`src/rtl/vga_fb_arbiter_if.sv`:
```
// rtl/vga_fb_arbiter_if.sv - writer request/acknowledge handshake into the frame-buffer arbiter
interface vga_fb_arbiter_if #(
    parameter int ADDR_W  = 15,
    parameter int COLOR_W = 8
);
    logic               wr_req;
    logic [ADDR_W-1:0]  wr_addr;
    logic [COLOR_W-1:0] wr_data;
    logic               wr_ack;

    modport master (output wr_req, output wr_addr, output wr_data, input  wr_ack);
    modport slave  (input  wr_req, input  wr_addr, input  wr_data, output wr_ack);
endinterface

```
`src/rtl/vga_fb_arbiter.sv`:
```
// rtl/vga_fb_arbiter.sv - single-port frame-buffer arbiter: scan-out prefetch with priority, writes in free slots
module vga_fb_arbiter #(
    parameter int FB_W       = 160,
    parameter int FB_H       = 120,
    parameter int SCALE_LOG2 = 2,
    parameter int COLOR_W    = 8,
    parameter int ADDR_W     = 15,
    parameter int H_VIS      = 640,
    parameter int H_TOTAL    = 800,
    parameter int V_VIS      = 480,
    parameter int V_TOTAL    = 525
) (
    input  logic               clk,
    input  logic               rst_n,
    input  logic               pix_en,
    input  logic [9:0]         posx,
    input  logic [9:0]         posy,
    input  logic               blank_n,
    vga_fb_arbiter_if.slave    wr,
    output logic [ADDR_W-1:0]  mem_addr,
    output logic               mem_we,
    output logic [COLOR_W-1:0] mem_wdata,
    input  logic [COLOR_W-1:0] mem_rdata,
    output logic [COLOR_W-1:0] pix_color
);
    localparam logic [9:0]        H_LAST_FETCH = 10'(H_VIS - (1 << SCALE_LOG2));
    localparam logic [9:0]        H_EOL        = 10'(H_TOTAL - (1 << SCALE_LOG2));
    localparam logic [9:0]        V_LAST       = 10'(V_TOTAL - 1);
    localparam logic [9:0]        V_VIS_L      = 10'(V_VIS);
    localparam logic [ADDR_W-1:0] FB_W_A       = ADDR_W'(FB_W);
    localparam logic [ADDR_W:0]   FB_SIZE      = (ADDR_W+1)'(FB_W * FB_H);

    typedef enum logic [1:0] {IDLE, RD, CAP} state_t;

    state_t             state, state_d;
    logic               rd_pending;
    logic [ADDR_W-1:0]  rd_target;
    logic [COLOR_W-1:0] prefetch, disp;

    logic               grp_first, grp_last, fetch_go;
    logic [9:0]         y_next;
    logic [ADDR_W-1:0]  target_c;

    logic [ADDR_W-1:0]  mem_addr_d;
    logic [COLOR_W-1:0] mem_wdata_d;
    logic               mem_we_d, wr_ack_d, wr_ok;

    // Fetch scheduling: next group on this line, or group 0 of the next visible line at end of line.
    always_comb begin
        grp_first = (posx[SCALE_LOG2-1:0] == '0);
        grp_last  = &posx[SCALE_LOG2-1:0];
        y_next    = (posy == V_LAST) ? 10'd0 : posy + 10'd1;
        fetch_go  = 1'b0;
        target_c  = '0;
        if (pix_en && grp_first) begin
            if (posx < H_LAST_FETCH && posy < V_VIS_L) begin
                fetch_go = 1'b1;
                target_c = ADDR_W'(posy >> SCALE_LOG2) * FB_W_A
                         + ADDR_W'(posx >> SCALE_LOG2) + ADDR_W'(1);
            end else if (posx == H_EOL && y_next < V_VIS_L) begin
                fetch_go = 1'b1;
                target_c = ADDR_W'(y_next >> SCALE_LOG2) * FB_W_A;
            end
        end
    end

    always_comb begin
        state_d     = state;
        mem_addr_d  = mem_addr;
        mem_wdata_d = mem_wdata;
        mem_we_d    = 1'b0;
        wr_ack_d    = 1'b0;
        // The cycle carrying an ack must not re-issue the request it just consumed.
        wr_ok       = wr.wr_req && !wr.wr_ack;
        case (state)
            IDLE: begin
                if (rd_pending) begin
                    state_d    = RD;
                    mem_addr_d = rd_target;
                end else if (wr_ok) begin
                    mem_addr_d  = wr.wr_addr;
                    mem_wdata_d = wr.wr_data;
                    mem_we_d    = ({1'b0, wr.wr_addr} < FB_SIZE);
                    wr_ack_d    = 1'b1;
                end
            end
            RD: state_d = CAP;
            CAP: begin
                state_d = IDLE;
                if (wr_ok) begin
                    mem_addr_d  = wr.wr_addr;
                    mem_wdata_d = wr.wr_data;
                    mem_we_d    = ({1'b0, wr.wr_addr} < FB_SIZE);
                    wr_ack_d    = 1'b1;
                end
            end
            default: state_d = IDLE;
        endcase
    end

    always_ff @(posedge clk or negedge rst_n) begin
        if (!rst_n) begin
            state     <= IDLE;
            mem_addr  <= '0;
            mem_we    <= 1'b0;
            mem_wdata <= '0;
            wr.wr_ack <= 1'b0;
        end else begin
            state     <= state_d;
            mem_addr  <= mem_addr_d;
            mem_we    <= mem_we_d;
            mem_wdata <= mem_wdata_d;
            wr.wr_ack <= wr_ack_d;
        end
    end

    always_ff @(posedge clk or negedge rst_n) begin
        if (!rst_n) begin
            rd_pending <= 1'b0;
            rd_target  <= '0;
            prefetch   <= '0;
            disp       <= '0;
        end else begin
            if (fetch_go) begin
                rd_pending <= 1'b1;
                rd_target  <= target_c;
            end else if (state == RD) begin
                rd_pending <= 1'b0;
            end
            // RAM data for the address presented during RD is on mem_rdata during CAP.
            if (state == CAP)
                prefetch <= mem_rdata;
            if (pix_en && grp_last)
                disp <= prefetch;
        end
    end

    assign pix_color = blank_n ? disp : '0;
endmodule

```
`src/flat_wrapper.sv`:
```
// flat-port wrapper written by rule: the top's interface ports become plain ports
module vga_fb_arbiter_flat 
#(
    parameter int FB_W       = 160,
    parameter int FB_H       = 120,
    parameter int SCALE_LOG2 = 2,
    parameter int COLOR_W    = 8,
    parameter int ADDR_W     = 15,
    parameter int H_VIS      = 640,
    parameter int H_TOTAL    = 800,
    parameter int V_VIS      = 480,
    parameter int V_TOTAL    = 525
)
  (clk, rst_n, pix_en, posx, posy, blank_n, mem_addr, mem_we, mem_wdata, mem_rdata, pix_color, wr_wr_req, wr_wr_addr, wr_wr_data, wr_wr_ack);
  vga_fb_arbiter_if #(.ADDR_W(ADDR_W), .COLOR_W(COLOR_W)) wr_i ();
  input  logic clk;
  input  logic rst_n;
  input  logic pix_en;
  input  logic [9:0] posx;
  input  logic [9:0] posy;
  input  logic blank_n;
  output logic [ADDR_W-1:0] mem_addr;
  output logic mem_we;
  output logic [COLOR_W-1:0] mem_wdata;
  input  logic [COLOR_W-1:0] mem_rdata;
  output logic [COLOR_W-1:0] pix_color;
  input wire logic [$bits(wr_i.wr_req)-1:0] wr_wr_req;
  input wire logic [$bits(wr_i.wr_addr)-1:0] wr_wr_addr;
  input wire logic [$bits(wr_i.wr_data)-1:0] wr_wr_data;
  output wire logic [$bits(wr_i.wr_ack)-1:0] wr_wr_ack;
  assign wr_i.wr_req = wr_wr_req;
  assign wr_i.wr_addr = wr_wr_addr;
  assign wr_i.wr_data = wr_wr_data;
  assign wr_wr_ack = wr_i.wr_ack;
  vga_fb_arbiter #(.FB_W(FB_W), .FB_H(FB_H), .SCALE_LOG2(SCALE_LOG2), .COLOR_W(COLOR_W), .ADDR_W(ADDR_W), .H_VIS(H_VIS), .H_TOTAL(H_TOTAL), .V_VIS(V_VIS), .V_TOTAL(V_TOTAL)) u_core (.clk(clk), .rst_n(rst_n), .pix_en(pix_en), .posx(posx), .posy(posy), .blank_n(blank_n), .wr(wr_i), .mem_addr(mem_addr), .mem_we(mem_we), .mem_wdata(mem_wdata), .mem_rdata(mem_rdata), .pix_color(pix_color));
endmodule
```
`config.mk`:
```
export PLATFORM = sky130hd
export DESIGN_NAME = vga_fb_arbiter_flat
export DESIGN_NICKNAME = d
export VERILOG_FILES = /design/src/rtl/vga_fb_arbiter_if.sv /design/src/rtl/vga_fb_arbiter.sv /design/src/flat_wrapper.sv
export SDC_FILE = /design/constraint.sdc
export NUM_CORES = 1
export LEC_CHECK = 0
export ABC_CLOCK_PERIOD_IN_PS = 2100
export CAP_MARGIN = 0
export CORE_MARGIN = 8
export CORE_UTILIZATION = 30
export CTS_CLUSTER_DIAMETER = 200
export DETAILED_ROUTE_END_ITERATION = 8
export PLACE_DENSITY_LB_ADDON = 0.25
export SYNTH_ARGS = -nofsm -noshare
export SYNTH_HDL_FRONTEND = slang
export SYNTH_SLANG_ARGS = --single-unit
```
`constraint.sdc`:
```
create_clock -name clk -period 2.1 [get_ports clk]
set_clock_uncertainty 0.2 [all_clocks]
set_input_delay 0.42 -clock clk [delete_from_list [all_inputs] [get_ports clk]]
set_output_delay 0.42 -clock clk [all_outputs]
set_load 0.1 [all_outputs]
```
==> results.txt <==
Yosys instantiated no cell more often than sky130_fd_sc_hd__dfrtp_1. The area occupied by multi-input gates is 0.00234 mm^2. Data arrives at the worst endpoint at around 2.9 ns. The worst register-to-register path begins at u_core.wr.wr_ack. The number of antenna violations at the first check in global routing came out at 0. The antenna diode count is 0. The number of CTS-inserted buffers is 9. Counting I/O delays and the setup requirement, the final critical path takes 2.83 ns. The worst setup path is of the input port to flop kind. The flow ran to the end, but the final reports show violations. The final design area excluding fillers is 0.00642 mm^2. TritonCTS built the clock tree. The total setup violations reported at the end of the flow came out at 16.

The maximum buffer depth of the clock tree is 2. The slew at the pin closest to its max-slew limit came out at 0.490 ns. The complex-gate fraction of the synthesized area is 15.3%.

The setup TNS after final layout is -7.31 ns. The final reports fail on negative setup slack. The total area of sequential cells came out at 0.00148 mm^2.

The power density over the cells is 1340 mW/mm^2. For this run, the post-layout net count is 645. The top-level port count came out at between 80 and 90. Synthesis produced 365 cells. The routability-driven placement congestion ratio is 0.790. The effective utilization at floorplan is 30.3%. The standby leakage power came out at 2.90 nW. The number of cells on the worst reg-to-reg path is 5. Before antenna repair, the detailed router went through 4 iterations.

The combinational family with the most area after synthesis is simple AND/OR/NAND/NOR gates. The endpoint of the most critical register-to-register path is u_core.mem_addr[9]. The die span in y came out at approximately 130 um. In this run, placement finished with an instance count of 679. Of the post-synthesis cell area, the dominant cell type holds 41.1%. STA puts the critical path data required time at between 2 and 2.5 ns.

The total global routing overflow came out at 0. The reported max-cap violation count is 0. The post-synthesis share of cell area spent on full adders, half adders and majority gates is 10.9%. STA classifies the critical path startpoint as an input port. The via-per-instance ratio came out at approximately 4.8. Counting instances, the worst hold path has a depth of 1. The overall die area came out at 0.0157 mm^2. The number of vias in the routed layout came out at 3406. The count of endpoints failing hold in the final timing report is 0. The worst hold endpoint is u_core.rd_target[6]. The least setup slack across all paths after layout came out at -0.727 ns. The sink count of the clock tree came out at just under 60.

Summing the areas of all and, or, nand and nor instances in the mapped netlist gives approximately a fifth of the synthesized area. Summing the areas of all xor and xnor instances in the mapped netlist gives 5.12% of the synthesized area. The count of yosys warnings during synthesis came out at 0. The later-pin clock latency in the skew report came out at about 0.32 ns. The maximum VDD drop came out at 528 uV.

The relative area change from synthesis to final layout is 78.6%. Based on the critical path, the design can be clocked at up to ~350 MHz. The top cell type by total area after synthesis is sky130_fd_sc_hd__dfrtp_1.

The total standard cell area after synthesis is 0.00359 mm^2. The type of the tightest min-delay check is flop to flop. The floorplan has 40 rows. The number of buffer cells added on primary ports came out at 88. The core region area came out at roughly 0.012 mm^2. The initial DRC count came out at 127. The overall track demand over capacity in global routing came out at between 10% and 20%. The start point of the worst hold path is u_core.rd_target[6]. In the post-synthesis netlist, the biggest area contributors are sky130_fd_sc_hd__dfrtp_1, sky130_fd_sc_hd__ha_1, sky130_fd_sc_hd__mux2_2, sky130_fd_sc_hd__nor2_1, sky130_fd_sc_hd__nand2_1. The final wirelength came out at 10.6 mm. The layout filler cell count came out at 1049. The average wire per cell in the routed design came out at 14.9 um. The share of flip-flops with an asynchronous set or reset after synthesis came out at 100%. The count of flip-flops with a built-in enable after synthesis is 0. The post-detailed-placement half-perimeter wirelength came out at 8.63 mm. Setup repair after global routing could not meet its margin everywhere.

The number of global-route vias before repair is 3732. The post-route non-filler standard cell count is just over 700. The design draws 8.62 mW. The worst setup path is captured at a flop. The total count of max-transition violations in the final report is 0. Averaged over all synthesized cells, the footprint is ~9.8 um^2. Of all nets on the critical path, the largest fanout is 3. In the synthesized netlist the dominant register cell turns out to be sky130_fd_sc_hd__dfrtp_1.

The register-to-register setup slack is 0.43 ns. The final cycle utilization of the critical path is 135%. The post-synthesis register bit count came out at between 50 and 60. The post-synthesis sequential area ratio is between 40% and 50%.

The net count after synthesis is 451. The instance area at placement came out at about 0.0057 mm^2. The commonest cells after synthesis are sky130_fd_sc_hd__dfrtp_1, sky130_fd_sc_hd__nor2_1, sky130_fd_sc_hd__nand2_1. The number of DRC violations after detailed routing is 0. The fraction of synthesized area in multiplexers came out at 5.99%. Of the cells placed in the final design, the portion with a size suffix greater than 1 is roughly two fifths. The worst pin sits at a relative slew slack of 67.3%. The clock root buffer is sky130_fd_sc_hd__clkbuf_16. The depth of the CTS H-tree is 3. The x dimension of the die came out at ~130 um. The number of nets with antenna violations after routing is 0. The number of different library cells used by synthesis comes to 62.

The first global-routing pass estimated 17.8 mm of wire. The pin count of the biggest net entering global routing is 43. After clock tree synthesis, the clock-pin slew on the worst setup and hold paths is 0.05 ns.
timing repair:
| item | CTS | global route |
|---|---|---|
| hold buffers | 1 | 0 |
| pin swaps | 45 | 15 |
| buffers inserted | 13 | 4 |
| cloned | 1 | 0 |
| hold endpoints to repair | 17 | 0 |
| setup endpoints to repair | 16 | 16 |
| gates resized for setup | 103 | 9 |
cell usage in the layout (no fill, tap or decap), types with 3 or more instances in the layout:
cell                              synthesis  routed
sky130_fd_sc_hd__buf_4                    0      92
sky130_fd_sc_hd__dfrtp_1                 59      58
sky130_fd_sc_hd__nor2_1                  46      43
sky130_fd_sc_hd__clkdlybuf4s50_1          0      37
sky130_fd_sc_hd__buf_12                   0      35
sky130_fd_sc_hd__nand2_1                 35      33
sky130_fd_sc_hd__ha_1                    28      19
sky130_fd_sc_hd__o22ai_1                 17      16
sky130_fd_sc_hd__mux2_2                  16      16
sky130_fd_sc_hd__inv_1                   14      13
sky130_fd_sc_hd__buf_6                    0      12
sky130_fd_sc_hd__xnor2_1                 13      11
sky130_fd_sc_hd__and2_1                  10      10
sky130_fd_sc_hd__clkbuf_16                0       9
sky130_fd_sc_hd__ha_4                     0       7
sky130_fd_sc_hd__nand3_1                  6       6
sky130_fd_sc_hd__xor2_1                   8       6
sky130_fd_sc_hd__a21oi_1                  7       6
sky130_fd_sc_hd__a22o_1                   5       5
sky130_fd_sc_hd__o21ai_1                  0       4
sky130_fd_sc_hd__a21o_1                   4       4
sky130_fd_sc_hd__nor2b_1                  5       4
sky130_fd_sc_hd__o2bb2ai_1                4       4
sky130_fd_sc_hd__dlygate4sd2_1            0       4
sky130_fd_sc_hd__or4_4                    1       3
sky130_fd_sc_hd__a21oi_4                  0       3
sky130_fd_sc_hd__and3_1                   3       3
sky130_fd_sc_hd__or3_1                    5       3
sky130_fd_sc_hd__nor3_1                   4       3
sky130_fd_sc_hd__o21ai_0                  9       3
sky130_fd_sc_hd__a2bb2oi_1                3       3
sky130_fd_sc_hd__clkbuf_8                 0       3
sky130_fd_sc_hd__clkdlybuf4s15_2          0       3
sky130_fd_sc_hd__buf_8                    0       3
worst max-delay path by stage:
stage | from | endpoint | slack (ns) | depth (start not counted)
final | posy[7] | u_core.rd_target[14] | -0.73 | 12
after floorplan | posy[5] | u_core.rd_target[14] | -0.88 | 13
after global routing | posy[4] | u_core.rd_target[14] | -0.85 | 14
after global placement | posy[1] | u_core.rd_target[13] | -1.40 | 12
after detailed placement | posy[1] | u_core.rd_target[13] | -1.49 | 12
after CTS | posy[7] | u_core.rd_target[14] | -0.79 | 14
per-stage QoR:
step | worst slack [ns] | utilization [%] | hold slack (ns)
finish | -0.727 | 54.1 | 0.283
global route | -0.853 | 54.1 | 0.305
CTS | -0.788 | 53.5 | 0.290
detailed placement | -1.49 | 48.3 | 0.191
global placement | -1.40 | 48.3 | 0.180
floorplan | -0.884 | - | -0.0756
flip-flops by register name, indices dropped and copies added, names as in the netlist:
register and cells:
u_core.disp 8, u_core.mem_addr 15, u_core.mem_wdata 8, u_core.mem_we 1, u_core.prefetch 8, u_core.rd_pending 1
u_core.rd_target 15, u_core.state 2, u_core.wr.wr_ack 1
metal layers:
metal | global-route usage [%] | vias to the layer above | wire (um)
met4 | 4.23 | 0 | 94
met5 | 0 | - | 0
met2 | 24.5 | 87 | 5200
met3 | 2.93 | 6 | 398
li1 | - | 1712 | -
met1 | 16.5 | 1601 | 4910
cell type report:
class	count	share of cell area [%]
flip-flops and latches	59	23.0
clock buffers	12	4.15
inverters	15	0.878
well taps	147	2.87
multi-input cells	284	36.5
repair buffers	190	31.8
clock inverters	4	0.741
power by group:
part	internal [mW]	total (mW)	switching [mW]
sequential	1.65	2.03	0.386
clock	1.01	1.48	0.473
combinational	2.04	5.11	3.07
logic make-up after synthesis:
kind of cell             count (synthesis)
AND/OR/NAND/NOR                        137
buffers and inverters                   23
XOR/XNOR                                21
flip-flops                              59
multiplexers                            19
adder cells (fa/ha/maj)                 30
AO/OA/AOI/OAI                           76
worst max-delay path: stages:
cell and delay [ns]:
sky130_fd_sc_hd__buf_8 0.09, sky130_fd_sc_hd__buf_4 0.13, sky130_fd_sc_hd__buf_4 0.13, sky130_fd_sc_hd__ha_1 0.29, sky130_fd_sc_hd__ha_1 0.30, sky130_fd_sc_hd__or3b_2 0.44
sky130_fd_sc_hd__o21ai_0 0.09, sky130_fd_sc_hd__nor4b_1 0.08, sky130_fd_sc_hd__buf_4 0.16, sky130_fd_sc_hd__nor4bb_4 0.31, sky130_fd_sc_hd__mux2i_2 0.29, sky130_fd_sc_hd__a22o_1 0.15
(Power assumes the default switching activity.)
